## src/rtl/usb_pkt_encoder.sv

```systemverilog
// Packet serializer: SYNC, PID, ~PID, payload and CRC5/CRC16, one bit per downstream handshake.
// Output handshake: a bit transfers on a clock edge where bitOutAvail && readyOut; bitOut/lastBit hold otherwise.
module usb_pkt_encoder #(
  parameter int TOKEN_BITS = 11,
  parameter int DATA_BITS  = 64
) (
  input  logic                 clk,
  input  logic                 rst,
  input  logic                 pktInAvail,
  input  logic [3:0]           pid,
  input  logic [DATA_BITS-1:0] payload,
  output logic                 readyIn,
  output logic                 bitOut,
  output logic                 bitOutAvail,
  input  logic                 readyOut,
  output logic                 lastBit,
  output logic                 done,
  output logic                 err,
  output logic [2:0]           dbg_state
);

  localparam logic [2:0] S_IDLE    = 3'd0;
  localparam logic [2:0] S_SYNC    = 3'd1;
  localparam logic [2:0] S_PID     = 3'd2;
  localparam logic [2:0] S_PAYLOAD = 3'd3;
  localparam logic [2:0] S_CRC     = 3'd4;

  logic [2:0]           state;
  logic [6:0]           cnt;
  logic [3:0]           pid_q;
  logic                 is_data;
  logic                 is_hs;
  logic [DATA_BITS-1:0] shreg;
  logic [4:0]           crc5;
  logic [15:0]          crc16;
  logic                 done_q;
  logic                 err_q;

  logic       fire;
  logic       bit_c;
  logic       last_c;
  logic       seg_end;
  logic [7:0] pid_byte;
  logic       in_token;
  logic       in_data;
  logic       in_hs;

  assign in_token = (pid[3:1] == 3'b100);
  assign in_data  = (pid == 4'b1100);
  assign in_hs    = (pid[3:1] == 3'b010);

  assign pid_byte    = {pid_q, ~pid_q};
  assign bitOutAvail = (state != S_IDLE);
  assign readyIn     = (state == S_IDLE);
  assign fire        = bitOutAvail && readyOut;
  assign bitOut      = bit_c;
  assign lastBit     = last_c;
  assign done        = done_q;
  assign err         = err_q;
  assign dbg_state   = state;

  always_comb begin
    bit_c   = 1'b0;
    last_c  = 1'b0;
    seg_end = 1'b0;
    case (state)
      S_SYNC: begin
        bit_c   = (cnt == 7'd7);
        seg_end = (cnt == 7'd7);
      end
      S_PID: begin
        bit_c   = pid_byte[~cnt[2:0]];
        seg_end = (cnt == 7'd7);
        last_c  = is_hs && seg_end;
      end
      S_PAYLOAD: begin
        bit_c   = shreg[DATA_BITS-1];
        seg_end = is_data ? (cnt == 7'(DATA_BITS - 1)) : (cnt == 7'(TOKEN_BITS - 1));
      end
      S_CRC: begin
        // The CRC field is the complemented remainder, sent MSB first.
        bit_c   = is_data ? ~crc16[15] : ~crc5[4];
        seg_end = is_data ? (cnt == 7'd15) : (cnt == 7'd4);
        last_c  = seg_end;
      end
      default: ;
    endcase
  end

  always_ff @(posedge clk) begin
    if (rst) begin
      state   <= S_IDLE;
      cnt     <= '0;
      pid_q   <= '0;
      is_data <= 1'b0;
      is_hs   <= 1'b0;
      shreg   <= '0;
      crc5    <= '0;
      crc16   <= '0;
      done_q  <= 1'b0;
      err_q   <= 1'b0;
    end else begin
      done_q <= 1'b0;
      err_q  <= 1'b0;
      if (state == S_IDLE) begin
        if (pktInAvail) begin
          if (in_token || in_data || in_hs) begin
            state   <= S_SYNC;
            cnt     <= '0;
            pid_q   <= pid;
            is_data <= in_data;
            is_hs   <= in_hs;
            crc5    <= 5'h1F;
            crc16   <= 16'hFFFF;
            // Left-align the token field so both packet types shift out of the MSB.
            shreg   <= in_data ? payload
                               : {payload[TOKEN_BITS-1:0], {(DATA_BITS-TOKEN_BITS){1'b0}}};
          end else begin
            err_q <= 1'b1;
          end
        end
      end else if (fire) begin
        cnt <= seg_end ? 7'd0 : cnt + 7'd1;
        if (state == S_PAYLOAD) begin
          shreg <= shreg << 1;
          crc5  <= {crc5[3:0], 1'b0} ^ ((crc5[4] ^ bit_c) ? 5'h05 : 5'h00);
          crc16 <= {crc16[14:0], 1'b0} ^ ((crc16[15] ^ bit_c) ? 16'h8005 : 16'h0000);
        end
        if (state == S_CRC) begin
          crc5  <= {crc5[3:0], 1'b0};
          crc16 <= {crc16[14:0], 1'b0};
        end
        if (last_c) done_q <= 1'b1;
        if (seg_end) begin
          case (state)
            S_SYNC:    state <= S_PID;
            S_PID:     state <= is_hs ? S_IDLE : S_PAYLOAD;
            S_PAYLOAD: state <= S_CRC;
            default:   state <= S_IDLE;
          endcase
        end
      end
    end
  end

endmodule

```

## config.mk

```make
export PLATFORM = sky130hd
export DESIGN_NAME = usb_pkt_encoder
export DESIGN_NICKNAME = d
export VERILOG_FILES = /design/src/rtl/usb_pkt_encoder.sv
export SDC_FILE = /design/constraint.sdc
export NUM_CORES = 1
export LEC_CHECK = 0
export ABC_AREA = 1
export BUFFER_PORTS_ARGS = -buffer_cell sky130_fd_sc_hd__buf_4
export CORE_ASPECT_RATIO = 1.5
export CORE_UTILIZATION = 50
export CTS_CLUSTER_SIZE = 25
export DETAILED_ROUTE_END_ITERATION = 6
export GPL_TIMING_DRIVEN = 0
export PLACE_DENSITY = 0.72
export SLEW_MARGIN = 0
export SYNTH_ARGS = -nofsm -noshare
export SYNTH_HDL_FRONTEND = slang
export SYNTH_SLANG_ARGS = --single-unit
export TNS_END_PERCENT = 5
```

## constraint.sdc

```tcl
create_clock -name clk -period 3.7 [get_ports clk]
set_input_delay 0.74 -clock clk [delete_from_list [all_inputs] [get_ports clk]]
set_output_delay 0.74 -clock clk [all_outputs]
set_load 0.02 [all_outputs]
```

* Word level (Yosys, flattened, before mapping)
Cells that the tools add are included.
** Word-level totals
- Bits in registers :: 103
- Word-level logic and storage cells :: 97
- Input port bits :: 72
- Output and inout port bits :: 9
** Cells by class
- Mux-type cells :: 42
- Equality and inequality tests :: 14
- Order comparisons :: 1
- Reductions and logical operators :: 18
- Bitwise gates (word level) :: 11
- $add $sub $neg :: 1
** Operator list (number)
- 2-to-1 mux 64 bit :: 6
- 2-to-1 mux 16 bit :: 7
- 2-to-1 mux 7 bit :: 5
- 2-to-1 mux 5 bit :: 6
- 2-to-1 mux 3 bit :: 6
- bitwise XOR 16 bit :: 1
- == test 7 x 3 -> 1 bit (second input constant) :: 2
- == test 7 x 4 -> 1 bit (second input constant) :: 2
- AND reduction 4 bit :: 3
- == test 3 x 2 -> 1 bit (second input constant) :: 3
- one-hot mux 3 bit (3 select lines) :: 1
- adder 7 x 1 -> 7 bit (second input constant) :: 1
- == test 7 x 6 -> 1 bit (second input constant) :: 1
- == test 3 bit (second input constant) :: 2
- 2-to-1 mux 1 bit :: 6
- AND reduction 3 bit :: 2
- nonzero test 2 bit :: 3
- nonzero test 3 bit :: 2
- OR reduction 3 bit :: 2
- NOT 1 bit :: 5
- bitwise XOR 5 x 3 -> 5 bit :: 1
- == test 4 bit (second input constant) :: 1
- less-than comparator 3 x 4 -> 1 bit (second input constant) :: 1
- NOT 4 bit :: 1
- 14 further kinds :: 17

* Depth between registers and ports, before layout
Gate-level depths: netlist of run 1.
- Depth after elaboration :: 11
- Gate-level depth with buffers :: 13
- Mapped depth without buffers :: 13

* Least setup slack after synthesis of run 1
OpenSTA, ideal clock, no wires.
- Kind :: flip-flop to output port
- Start point :: reg state[0] (netlist: dbg_state[0])
- End point :: out readyIn
- Stages on the path, launching flop included :: 6
- Arrival :: 1.366 ns
- Path slack :: 1.594 ns
- Path buffers :: 2
- Data required time :: 2.960 ns
- Cells stage by stage :: dfxtp_1 > nor2_2 > inv_2 > nor2_8 > buf_2 > clkbuf_1
** On the way
- Word-level cells in the longest chain between the ends :: 1
** RTL lines
- start: declaration :: RTL line 28 : logic [2:0] state;
- start signal: assignment :: RTL line 137 : S_PID: state <= is_hs ? S_IDLE : S_PAYLOAD;
- zero test 3 bit :: RTL line 54 : assign readyIn = (state == S_IDLE);
- end: declaration :: RTL line 12 : output logic readyIn,
Every way passes these cells.

* Final worst setup path of run 1
Ends and elaborated chain as after synthesis.

==> impl_results.md, run 1 <==
- Top cells by area, synth: dfxtp_1 (42%), o21ai_0 (13%), a21oi_1 (8.0%)
- Most common cell in the netlist: o21ai_0
- Worst Skew: 6.61 ps
- Crit path required time: 2960 ps
- Core area: 0.00936 mm^2
- Leakage: 2.42 nW
- Worst R2R End: shreg[44]$_SDFFE_PP0P_
- Initial antenna violation count: 0
- Switching pwr: 1.91 mW
- Die Wd: 82.5 um
- Post-Route Utilization: 63.2%
- Post-Synthesis Cells: around 700
- Overflow after GRT: 0
- Setup violators final: 0
- # IOs: 81
- Tcrit/Tclk final: roughly three quarters
- CTS clock-pin slew for the worst setup and hold paths: 70 ps
- Gpl congestion: between 0.9 and 1
- TritonCTS Buffers: 9
- Vias in the first global route: 4613
- Final WL: 12200 um
- Worst skew pair latency: 350 ps
- Setup crit start kind: flop
- Clk buf depth: 2
- Synth area leader: dfxtp_1
- CP Capture Type: output pin
- Row cnt: 43
- Number of port buffers: 80
- Clock root buffer: clkbuf_16
- Fin Hold WS: 443 ps
- Die height: between 100 and 150 um
- Final HPWL DP: 8970 um
- VDD IR-drop max: 0.470 mV
- Max-Cap Viols: 0
- Layout cells sized above 1: ~16%
- Inserted Diodes: 0
- EDFF count, synth: 0
- First-pass GRT wire length: around 20000 um
- R2R setup slack: 1590 ps
- # nets final: 853
- Slew margin rel.: 63.5%
- Hold EP: pid_q[1]$_SDFFE_PP0P_
- Flop pwr share: 36.5%
- Int Pwr: ~2.9 mW
- Syn nets: about 760
- Worst hold path stage count: 2
- Finished Cell Area: 0.00592 mm^2
- Clock sink count: about 100
- RSZ-0062 raised after global routing: no
- Die Area: between 0.01 and 0.015 mm^2
- HP Start: pid_q[1]$_SDFFE_PP0P_
- Final Hold Fails: 0
- Final min period: 2840 ps
- Hold crit path type: flop to flop
- Pin count of the biggest net entering global routing: 16
- Count of pins over their slew limit: 0
- Setup bufs post-CTS: 0
- Via count: 4769
- Wire per inst: approximately 14 um
- Setup TNS: 0 ps
- Average size of a mapped cell: 7.05 um^2
- DRC Markers: 0
- #FFs+latches synth: 103
- PostCTS Resize Cnt: 0
- Reg2Reg Depth: 10
- Share of synthesized registers carrying an async set or reset: 0%
- Post-DRT Antenna Nets: 0
- Tot GR Track Use: 25.3%
- Synth warnings: 0
- Post-synth cell types: 34
- Dominant synthesized flop cell: dfxtp_1
- Post-CTS Hold Buffers: 0
- TritonRoute pass-1 iters: 4
- Combinational power share: 42.0%
- Fmax: 0.352 GHz
- Status: finished clean
- CTS H-Tree Depth: 3
- PwrDens: 809 mW/mm^2
- Critical Path Fanout Max: 10
- Initial Utilization: 51.9%
- Seq/Total Area, Yosys: 42.5%
- RR Startpoint: dbg_state[0]$_SDFFE_PP0P_
- Area after DPL: 0.00560 mm^2
- Worst Tran Pin Value: 548 ps
- Worst Path Arrival: 2100 ps
- Netlist Area Pre-Place: 0.00485 mm^2
- Sw frac: 39.9%
- Commonest cells in the netlist: o21ai_0 (122), dfxtp_1 (103), inv_1 (94), nand2_1 (83), a21oi_1 (78)
- Synth-to-Final Area Change: 21.9%
- Synth top area share: 42.5%
- CTS tree: yes
- Iteration-0 DRC count of the detailed router: roughly 190
- Clk pwr share: 21.4%
- Critical Setup Path Class: flop to output pin
- Vias per cell: 5.33
## cell type report
type                       count  area, um^2
buffer                        40         205
clock buffer                  11         253
clock inverter                 3        67.6
fill                         905        3450
inverter                     100         378
multi-input combinational    446        2210
sequential                   103        2060
tap                          112         140
timing repair buffer          80         601
## routing by layer
layer / vias up / part of all wire [%] / track usage (%)
met2: 120 / 51 / 46.0
met3: 28 / 5.3 / 4.46
met1: 2173 / 40 / 26.3
li1: 2448 / - / -
met4: 0 / 3.0 / 14.7
met5: - / 0 / 0
## stage by stage
stage / power, mW / cells / worst slack (ps)
global placement: 3.69 / 881 / 1250
detailed placement: 3.77 / 881 / 1180
CTS: 4.81 / 895 / 846
global route: 5.14 / 895 / 751
floorplan: 3.20 / 689 / 1590
finish: 4.78 / 895 / 858
## how the worst max path moves through the flow
| stage | from | slack [ps] | endpoint | depth (start not counted) |
|---|---|---|---|---|
| 2_1_floorplan | dbg_state[0]$_SDFFE_PP0P_ | 1590 | readyIn | 5 |
| 3_3_place_gp | pid[2] | 1250 | shreg[42]$_SDFFE_PP0P_ | 11 |
| 3_5_place_dp | pid[2] | 1180 | shreg[44]$_SDFFE_PP0P_ | 11 |
| 4_1_cts | dbg_state[0]$_SDFFE_PP0P_ | 850 | readyIn | 6 |
| 5_1_grt | dbg_state[0]$_SDFFE_PP0P_ | 750 | readyIn | 6 |
| 6_report | dbg_state[0]$_SDFFE_PP0P_ | 860 | readyIn | 6 |
## logic make-up (layout without fill, tap and decap cells)
kind of cell	Yosys count	in the layout	share of synthesized area [%]
adder cells (fa/ha/maj)	1	1	0.258
buffers and inverters	140	234	12.0
XOR/XNOR	5	5	0.902
flip-flops	103	103	42.5
AND/OR/NAND/NOR	196	196	18.3
AO/OA/AOI/OAI	244	244	26.0
## registers in the layout (all words and copies together), names as in the netlist
name	count
shreg	64
err	1
is_hs	1
done	1
cnt	7
pid_q	4
is_data	1
crc5	5
dbg_state	3
crc16	16
## cell usage in the layout (no fill, tap or decap), types with 2 or more instances in the layout
cell | Yosys | routed
a211oi_1 | 10 | 10
a21oi_1 | 78 | 78
buf_1 | 2 | 2
buf_2 | 11 | 11
buf_4 | 1 | 81
buf_6 | 5 | 5
bufinv_16 | 0 | 2
clkbuf_1 | 21 | 21
clkbuf_16 | 0 | 9
clkbuf_8 | 0 | 2
dfxtp_1 | 103 | 103
inv_1 | 94 | 94
inv_2 | 5 | 5
nand2_1 | 83 | 83
nand2_4 | 3 | 3
nand3_1 | 23 | 23
nand4_1 | 4 | 4
nor2_1 | 65 | 65
nor2_4 | 2 | 2
nor2_8 | 2 | 2
nor3_1 | 6 | 6
nor3b_1 | 3 | 3
o21ai_0 | 122 | 122
o21ai_1 | 22 | 22
o22ai_1 | 9 | 9
xor2_1 | 4 | 4
## critical path: stages (launching register included)
cell and delay, ps:
dfxtp_1 380, nor2_2 180, inv_2 120, nor2_8 180, buf_2 270, clkbuf_1 390, buf_4 230
## power by group through the flow
stage | logic (mW) | clock network (mW) | registers, mW
final | 2.01 | 1.03 | 1.75
after global routing | 2.27 | 1.07 | 1.80
after CTS | 2.02 | 1.04 | 1.75
after detailed placement | 2.00 | 0 | 1.77
after global placement | 1.94 | 0 | 1.75
after floorplan | 1.47 | 0 | 1.74
Note: power is estimated with default switching activity, not from simulation.
==> inputs of run 2 (changes only) <==
Clock period 3.7 ns to 2.7 ns, I/O delays scaled along.
==> impl_results.md, run 2 (synthesized netlist as in run 1, its figures left out) <==
- Via count: 4767 (-0.042%)
- # IOs: 81 (unchanged)
- Pin count of the biggest net entering global routing: 16 (unchanged)
- DRC Markers: 0 (unchanged)
- TritonCTS Buffers: 9 (unchanged)
- Worst skew pair latency: 350 ps (about the same)
- CTS tree: yes
- Setup violators final: 0 (unchanged)
- Critical Setup Path Class: flop to output pin
- Area after DPL: 0.00560 mm^2 (unchanged)
- Vias per cell: 5.33 (about the same)
- Commonest non-fill, non-tap cells in the layout: o21ai_0 (122), dfxtp_1 (103), inv_1 (94)
- Inserted Diodes: 0 (unchanged)
- Max-Cap Viols: 0 (unchanged)
- Initial antenna violation count: 0 (unchanged)
- Slew margin rel.: 65.4% (+1.9 points)
- Reg2Reg Depth: 8 (-2)
- Tcrit/Tclk final: 89.4%
- PostCTS Resize Cnt: 0 (unchanged)
- Row cnt: 43 (unchanged)
- Final HPWL DP: 8970 um (unchanged)
- TritonRoute pass-1 iters: 5 (+1)
- Final Hold Fails: 0 (unchanged)
- Setup bufs post-CTS: 0 (unchanged)
- Leakage: 2.42 nW (about the same)
- Die height: 123 um (unchanged)
- Iteration-0 DRC count of the detailed router: 187 (-2.1%)
- Overflow after GRT: 0 (unchanged)
- Fmax: 0.414 GHz
- Clk buf depth: 2 (unchanged)
- Worst Tran Pin Value: 519 ps (-29.1 ps)
- Finished Layout Cells: 894 (-0.11%)
- Hold crit path type: flop to flop
- Gpl congestion: 0.917 (unchanged)
- Largest register by flop count: shreg
- Wire per inst: 13.6 um (-0.33%)
- Worst hold path stage count: 2 (unchanged)
- Synth-to-Final Area Change: 21.8% (about the same)
- Core area: 0.00936 mm^2 (unchanged)
- Dpl cells: 881 (unchanged)
- Number of port buffers: 80 (unchanged)
- Count of pins over their slew limit: 0 (unchanged)
- CTS clock-pin slew for the worst setup and hold paths: 70 ps (about the same)
- Top Registers: shreg: 64 flops, crc16: 16 flops, cnt: 7 flops
- Post-CTS Hold Buffers: 0 (unchanged)
- Setup WS post-layout: 286 ps (-572 ps)
- Status: finished clean
- Die Area: 0.0101 mm^2 (unchanged)
- Die Wd: 82.5 um (unchanged)
- CTS H-Tree Depth: 3 (unchanged)
- VDD IR-drop max: 0.642 mV (+37%)
- Vias in the first global route: 4613 (unchanged)
- Pwr Total: 6.55 mW (+37%)
- Final min period: 2410 ps
- Commonest non-fill, non-tap cell in the layout: o21ai_0
- Crit path required time: 2160 ps (-800 ps)
- Max reg flops: 64 (unchanged)
- Worst Path Arrival: 1870 ps (-230 ps)
- Tot GR Track Use: 25.3% (unchanged)
- Clock root buffer: clkbuf_16
- Critical Path Fanout Max: 10 (unchanged)
- RSZ-0062 raised after global routing: no
- PwrDens: 1110 mW/mm^2 (+37%)
- Setup crit start kind: flop
- Setup TNS: 0 ps (unchanged)
- Post-DRT Antenna Nets: 0 (unchanged)
- # nets final: 852 (-0.12%)
- Worst Skew: 5.41 ps (-1.20 ps)
- Layout cells sized above 1: 16.5% (+0.15 points)
- Finished Cell Area: 0.00591 mm^2 (about the same)
- Clock sink count: 103 (unchanged)
- Initial Utilization: 51.9% (unchanged)
- CP Capture Type: output pin
- Pre-CTS setup slack: 381 ps (-800 ps)
- First-pass GRT wire length: 19500 um (unchanged)
- Final WL: 12100 um (-0.44%)
==> run 2: cell count changes in the layout (fill, tap and decap cells not counted) <==
cell and change:
clkbuf_1 -1, clkbuf_2 +1, buf_1 -1
==> run 2: path summary, 6_finish.rpt <==
check | startpoint | to | slack, ps
hold reg to reg | pid_q[1]$_SDFFE_PP0P_ | pid_q[1]$_SDFFE_PP0P_ | 440
hold / removal | pid_q[1]$_SDFFE_PP0P_ | pid_q[1]$_SDFFE_PP0P_ | 440
setup / recovery | dbg_state[0]$_SDFFE_PP0P_ | bitOutAvail | 290
setup reg to reg | dbg_state[0]$_SDFFE_PP0P_ | shreg[9]$_SDFFE_PP0P_ | 520
==> run 2: worst max-delay path, stage by stage, from the launching register on <==
cell      delay, ps
dfxtp_1         460
nor2_2           90
inv_2           160
nor2_8           70
inv_2           220
clkbuf_2        320
buf_4           200
==> run 2: power breakdown <==
group	leakage [nW]	switching (mW)	total [mW]	internal [mW]
combinational	1.43	1.81	2.75	0.940
clock	0.154	0.554	1.41	0.853
sequential	0.844	0.253	2.40	2.14
==> run 2: layer usage <==
metal  vias to the layer above  part of all wire, %  track usage [%]
met5                         -                    0                0
met4                         0                  3.5             14.7
met3                        36                  4.7             4.46
met2                       112                   51             46.0
met1                      2180                   41             26.3
li1                       2439                    -                -
==> run 2: metrics by stage <==
| stage | util [%] | hold slack (ps) |
|---|---|---|
| after detailed placement | 59.8 | 436 |
| after global routing | 63.2 | 452 |
| after CTS | 63.2 | 444 |
| final | 63.2 | 443 |
| after global placement | 59.8 | 433 |
| after floorplan | - | 417 |
==> run 2: area by class of cell <==
class | instances | area, um^2
sequential | 103 | 2060
clock inverter | 3 | 67.6
timing repair buffer | 80 | 601
tap | 112 | 140
buffer | 39 | 203
inverter | 100 | 378
fill | 903 | 3450
multi-input combinational | 446 | 2210
clock buffer | 11 | 253
==> inputs of run 3 (changes only) <==
Settings changed: ABC_AREA 1 to 0, CORE_ASPECT_RATIO 1.5 to not set, PLACE_DENSITY 0.72 to 0.73.
==> impl_results.md, run 3 <==
- Worst Skew: 9.92 ps (+4.51 ps)
- Int Pwr: 3.33 mW (-15%)
- Hold crit path type: input pin to flop
- R2R setup slack: 0 ps (-520 ps)
- CP Capture Type: output pin
- Post-Route Utilization: 63.0% (-0.17 points)
- Flop pwr share: 40.1% (+3.5 points)
- Synth area leader: dfxtp_1
- HP Start: pid[3]
- Worst Path Arrival: 2190 ps (+320 ps)
- Post-DRT Antenna Nets: 0 (unchanged)
- Seq/Total Area, Yosys: 44.7% (+2.2 points)
- Post-Synthesis Cells: 536 (-22%)
- Post-synth cell types: 48 (+41%)
- CTS tree: yes
- Netlist Area Pre-Place: 0.00462 mm^2 (-4.9%)
- PwrDens: 1020 mW/mm^2 (-8.1%)
- Reg2Reg Depth: 8 (unchanged)
- Most common cell in the netlist: dfxtp_1
- Setup crit start kind: flop
- Slew margin rel.: 52.1% (-13 points)
- CTS clock-pin slew for the worst setup and hold paths: 90 ps (+20 ps)
- First-pass GRT wire length: 19400 um (-0.64%)
- Top Registers: shreg: 64 flops, crc16: 16 flops, cnt: 7 flops
- Worst skew pair latency: 360 ps (about the same)
- Iteration-0 DRC count of the detailed router: 243 (+30%)
- Fmax: 0.367 GHz (-11%)
- Number of port buffers: 79 (-1.3%)
- Final HPWL DP: 8220 um (-8.4%)
- Hold EP: is_hs$_SDFFE_PP0P_
- Top cells by area, synth: dfxtp_1 (45%), a221oi_1 (9.9%), nor3_1 (9.2%)
- VDD IR-drop max: 0.489 mV (-24%)
- CTS H-Tree Depth: 3 (unchanged)
- Area after DPL: 0.00535 mm^2 (-4.5%)
- Tot GR Track Use: 24.8% (-0.47 points)
- Die height: 98.1 um (-20%)
- Clk pwr share: 15.6% (-5.9 points)
- RSZ-0062 raised after global routing: yes
- Final WL: 11700 um (-3.3%)
- Syn nets: 609 (-20%)
- Critical Setup Path Class: flop to output pin
- Via count: 4390 (-7.9%)
- Commonest non-fill, non-tap cells in the layout: dfxtp_1 (102), nor2_1 (90), buf_4 (79)
- Count of pins over their slew limit: 0 (unchanged)
- Core area: 0.00885 mm^2 (-5.5%)
- Clk buf depth: 2 (unchanged)
- Inserted Diodes: 0 (unchanged)
- Die Area: 0.00962 mm^2 (-4.9%)
- TritonRoute pass-1 iters: 7 (+2)
- Status: finished, violations left
- Clock root buffer: clkbuf_8
- Pin count of the biggest net entering global routing: 17 (+1)
- Overflow after GRT: 0 (unchanged)
- Tcrit/Tclk final: 101% (+12 points)
- Synth warnings: 0 (unchanged)
- Setup WS post-layout: -25.6 ps (-311 ps)
- Final min period: 2730 ps (+311 ps)
- Pwr Total: 5.68 mW (-13%)
- Sw frac: 41.3% (+1.4 points)
- Initial Utilization: 52.2% (+0.32 points)
- Synth-to-Final Area Change: 20.7%
- Critical path cell sequence: mux4_2, xnor2_1, o211ai_1, buf_4
- Max-Cap Viols: 0 (unchanged)
- DRC Markers: 4 (+4)
- Wire per inst: 15.9 um (+17%)
- Die Wd: 98.1 um (+19%)
- Final Hold Fails: 0 (unchanged)
- Setup violators final: 2 (+2)
- Clock sink count: 103 (unchanged)
- Max reg flops: 64 (unchanged)
- Worst path depth: 4 (-2)
- CP max-delay cell: mux4_2
- Vias per cell: 5.95 (+12%)
- Switching pwr: 2.34 mW (-10%)
- Initial antenna violation count: 0 (unchanged)
- Finished Cell Area: 0.00557 mm^2 (-5.7%)
- Commonest non-fill, non-tap cell in the layout: dfxtp_1
- Worst R2R End: shreg[56]$_SDFFE_PP0P_
- Layout cells sized above 1: 20.0% (+3.5 points)
- Setup TNS: -26.0 ps (-26.0 ps)
- EDFF count, synth: 0 (unchanged)
- Crit path required time: 2160 ps (about the same)
- Commonest cells in the netlist: dfxtp_1 (103), nor2_1 (91), nor3_1 (85), a221oi_1 (52), clkbuf_1 (38)
- Largest register by flop count: shreg
- CP max stage delay: 550 ps (+90 ps)
- RR Startpoint: dbg_state[0]$_SDFFE_PP0P_
- Dominant synthesized flop cell: dfxtp_1
- CP delay by family, top: multiplexers
- Gpl congestion: 0.859 (-6.3%)
- Synth top area share: 44.7% (+2.2 points)
- Average size of a mapped cell: 8.61 um^2 (+22%)
- Vias in the first global route: 4008 (-13%)
- # nets final: 698 (-18%)
- Worst Tran Pin Value: 719 ps (+201 ps)
- Leakage: 2.12 nW (-13%)
- # fillers: 797 (-12%)
- # IOs: 81 (unchanged)
- #FFs+latches synth: 103 (unchanged)
- Failing checks: design-rule violations, negative setup slack
- TritonCTS Buffers: 9 (unchanged)
- Combinational power share: 44.3% (+2.4 points)
- Row cnt: 34 (-21%)
- Critical Path Fanout Max: 8 (-2)
- Share of synthesized registers carrying an async set or reset: 0% (unchanged)
- Worst hold path stage count: 2 (unchanged)
- Buf+Inv Stages, Crit Path: 1 (-3)
==> run 3: cell count changes after synthesis, sizes merged, moves of 11 or more <==
cell / previous run / this run
nand2: 88 / 33
clkbuf: 21 / 38
nor3: 6 / 88
nor2: 70 / 91
o211ai: 1 / 12
a221oi: 0 / 52
mux2i: 0 / 22
o21ai: 144 / 5
a21oi: 78 / 23
inv: 100 / 2
nand3: 23 / 4
==> run 3: how the worst max path moves through the flow <==
stage                              start                      to  slack, ps
2_1_floorplan  dbg_state[0]$_SDFFE_PP0P_  shreg[61]$_SDFFE_PP0P_        310
3_3_place_gp   dbg_state[2]$_SDFFE_PP0P_  shreg[52]$_SDFFE_PP0P_       -350
3_5_place_dp   dbg_state[2]$_SDFFE_PP0P_  shreg[50]$_SDFFE_PP0P_       -410
4_1_cts              cnt[1]$_SDFFE_PP0P_                  bitOut        -20
5_1_grt        dbg_state[0]$_SDFFE_PP0P_  shreg[56]$_SDFFE_PP0P_       -130
6_report             cnt[1]$_SDFFE_PP0P_                  bitOut        -30
==> run 3: power groups by stage <==
stage / Clock, mW / Combinational, mW / Sequential (mW)
after floorplan: 0 / 1.86 / 2.24
after global placement: 0 / 2.39 / 2.27
after detailed placement: 0 / 2.46 / 2.29
after CTS: 0.906 / 2.48 / 2.27
after global routing: 0.971 / 2.80 / 2.33
final: 0.887 / 2.52 / 2.27
==> run 3: stage by stage <==
stage	hold slack, ps	setup slack (ps)	std cells
floorplan	436	311	536
global placement	445	-352	723
detailed placement	452	-408	723
CTS	395	-19.3	738
global route	418	-130	738
finish	414	-25.6	738
==> run 3: worst register-to-register path, cell delays in order, from the launching register on <==
cell	delay [ps]
dfxtp_2	340
buf_6	130
or4b_4	530
nor3_4	470
a21oi_2	90
a211oi_4	560
buf_6	240
o211ai_1	100
a21oi_1	160
==> run 3: final cells by class <==
cell class / instances / area [um^2] / share of cell area [%]
inverters: 3 / 11.3 / 0.202
clock inverters: 4 / 31.3 / 0.561
repair buffers: 79 / 593 / 10.6
well taps: 108 / 135 / 2.42
plain buffers: 49 / 239 / 4.29
clock buffers: 12 / 145 / 2.60
multi-input cells: 380 / 2360 / 42.3
flip-flops and latches: 103 / 2060 / 37.0
==> run 3: cell families after synthesis <==
group | Yosys count | share of synthesized area [%]
compound gates | 107 | 18.3
xor+xnor | 9 | 1.71
fa+ha+maj | 1 | 0.271
buf+inv | 53 | 5.50
flops | 103 | 44.7
mux | 23 | 5.26
simple gates | 240 | 24.3
==> run 3: per-layer routing <==
layer / global-route usage, % / wire [um] / vias to the layer above
met4: 8.28 / 142 / 0
met1: 33.9 / 5260 / 2077
met2: 39.9 / 5530 / 162
met3: 4.15 / 781 / 14
li1: - / - / 2137
met5: 0 / 0 / -
==> run 3: timing repair <==
item / 4_1_cts / 5_1_grt
endpoints found under the setup margin: 75 / 72
pin swaps: 3 / 50
gates resized for setup: 3 / 11
hold buffers: 0 / 0
buffers inserted: 0 / 0
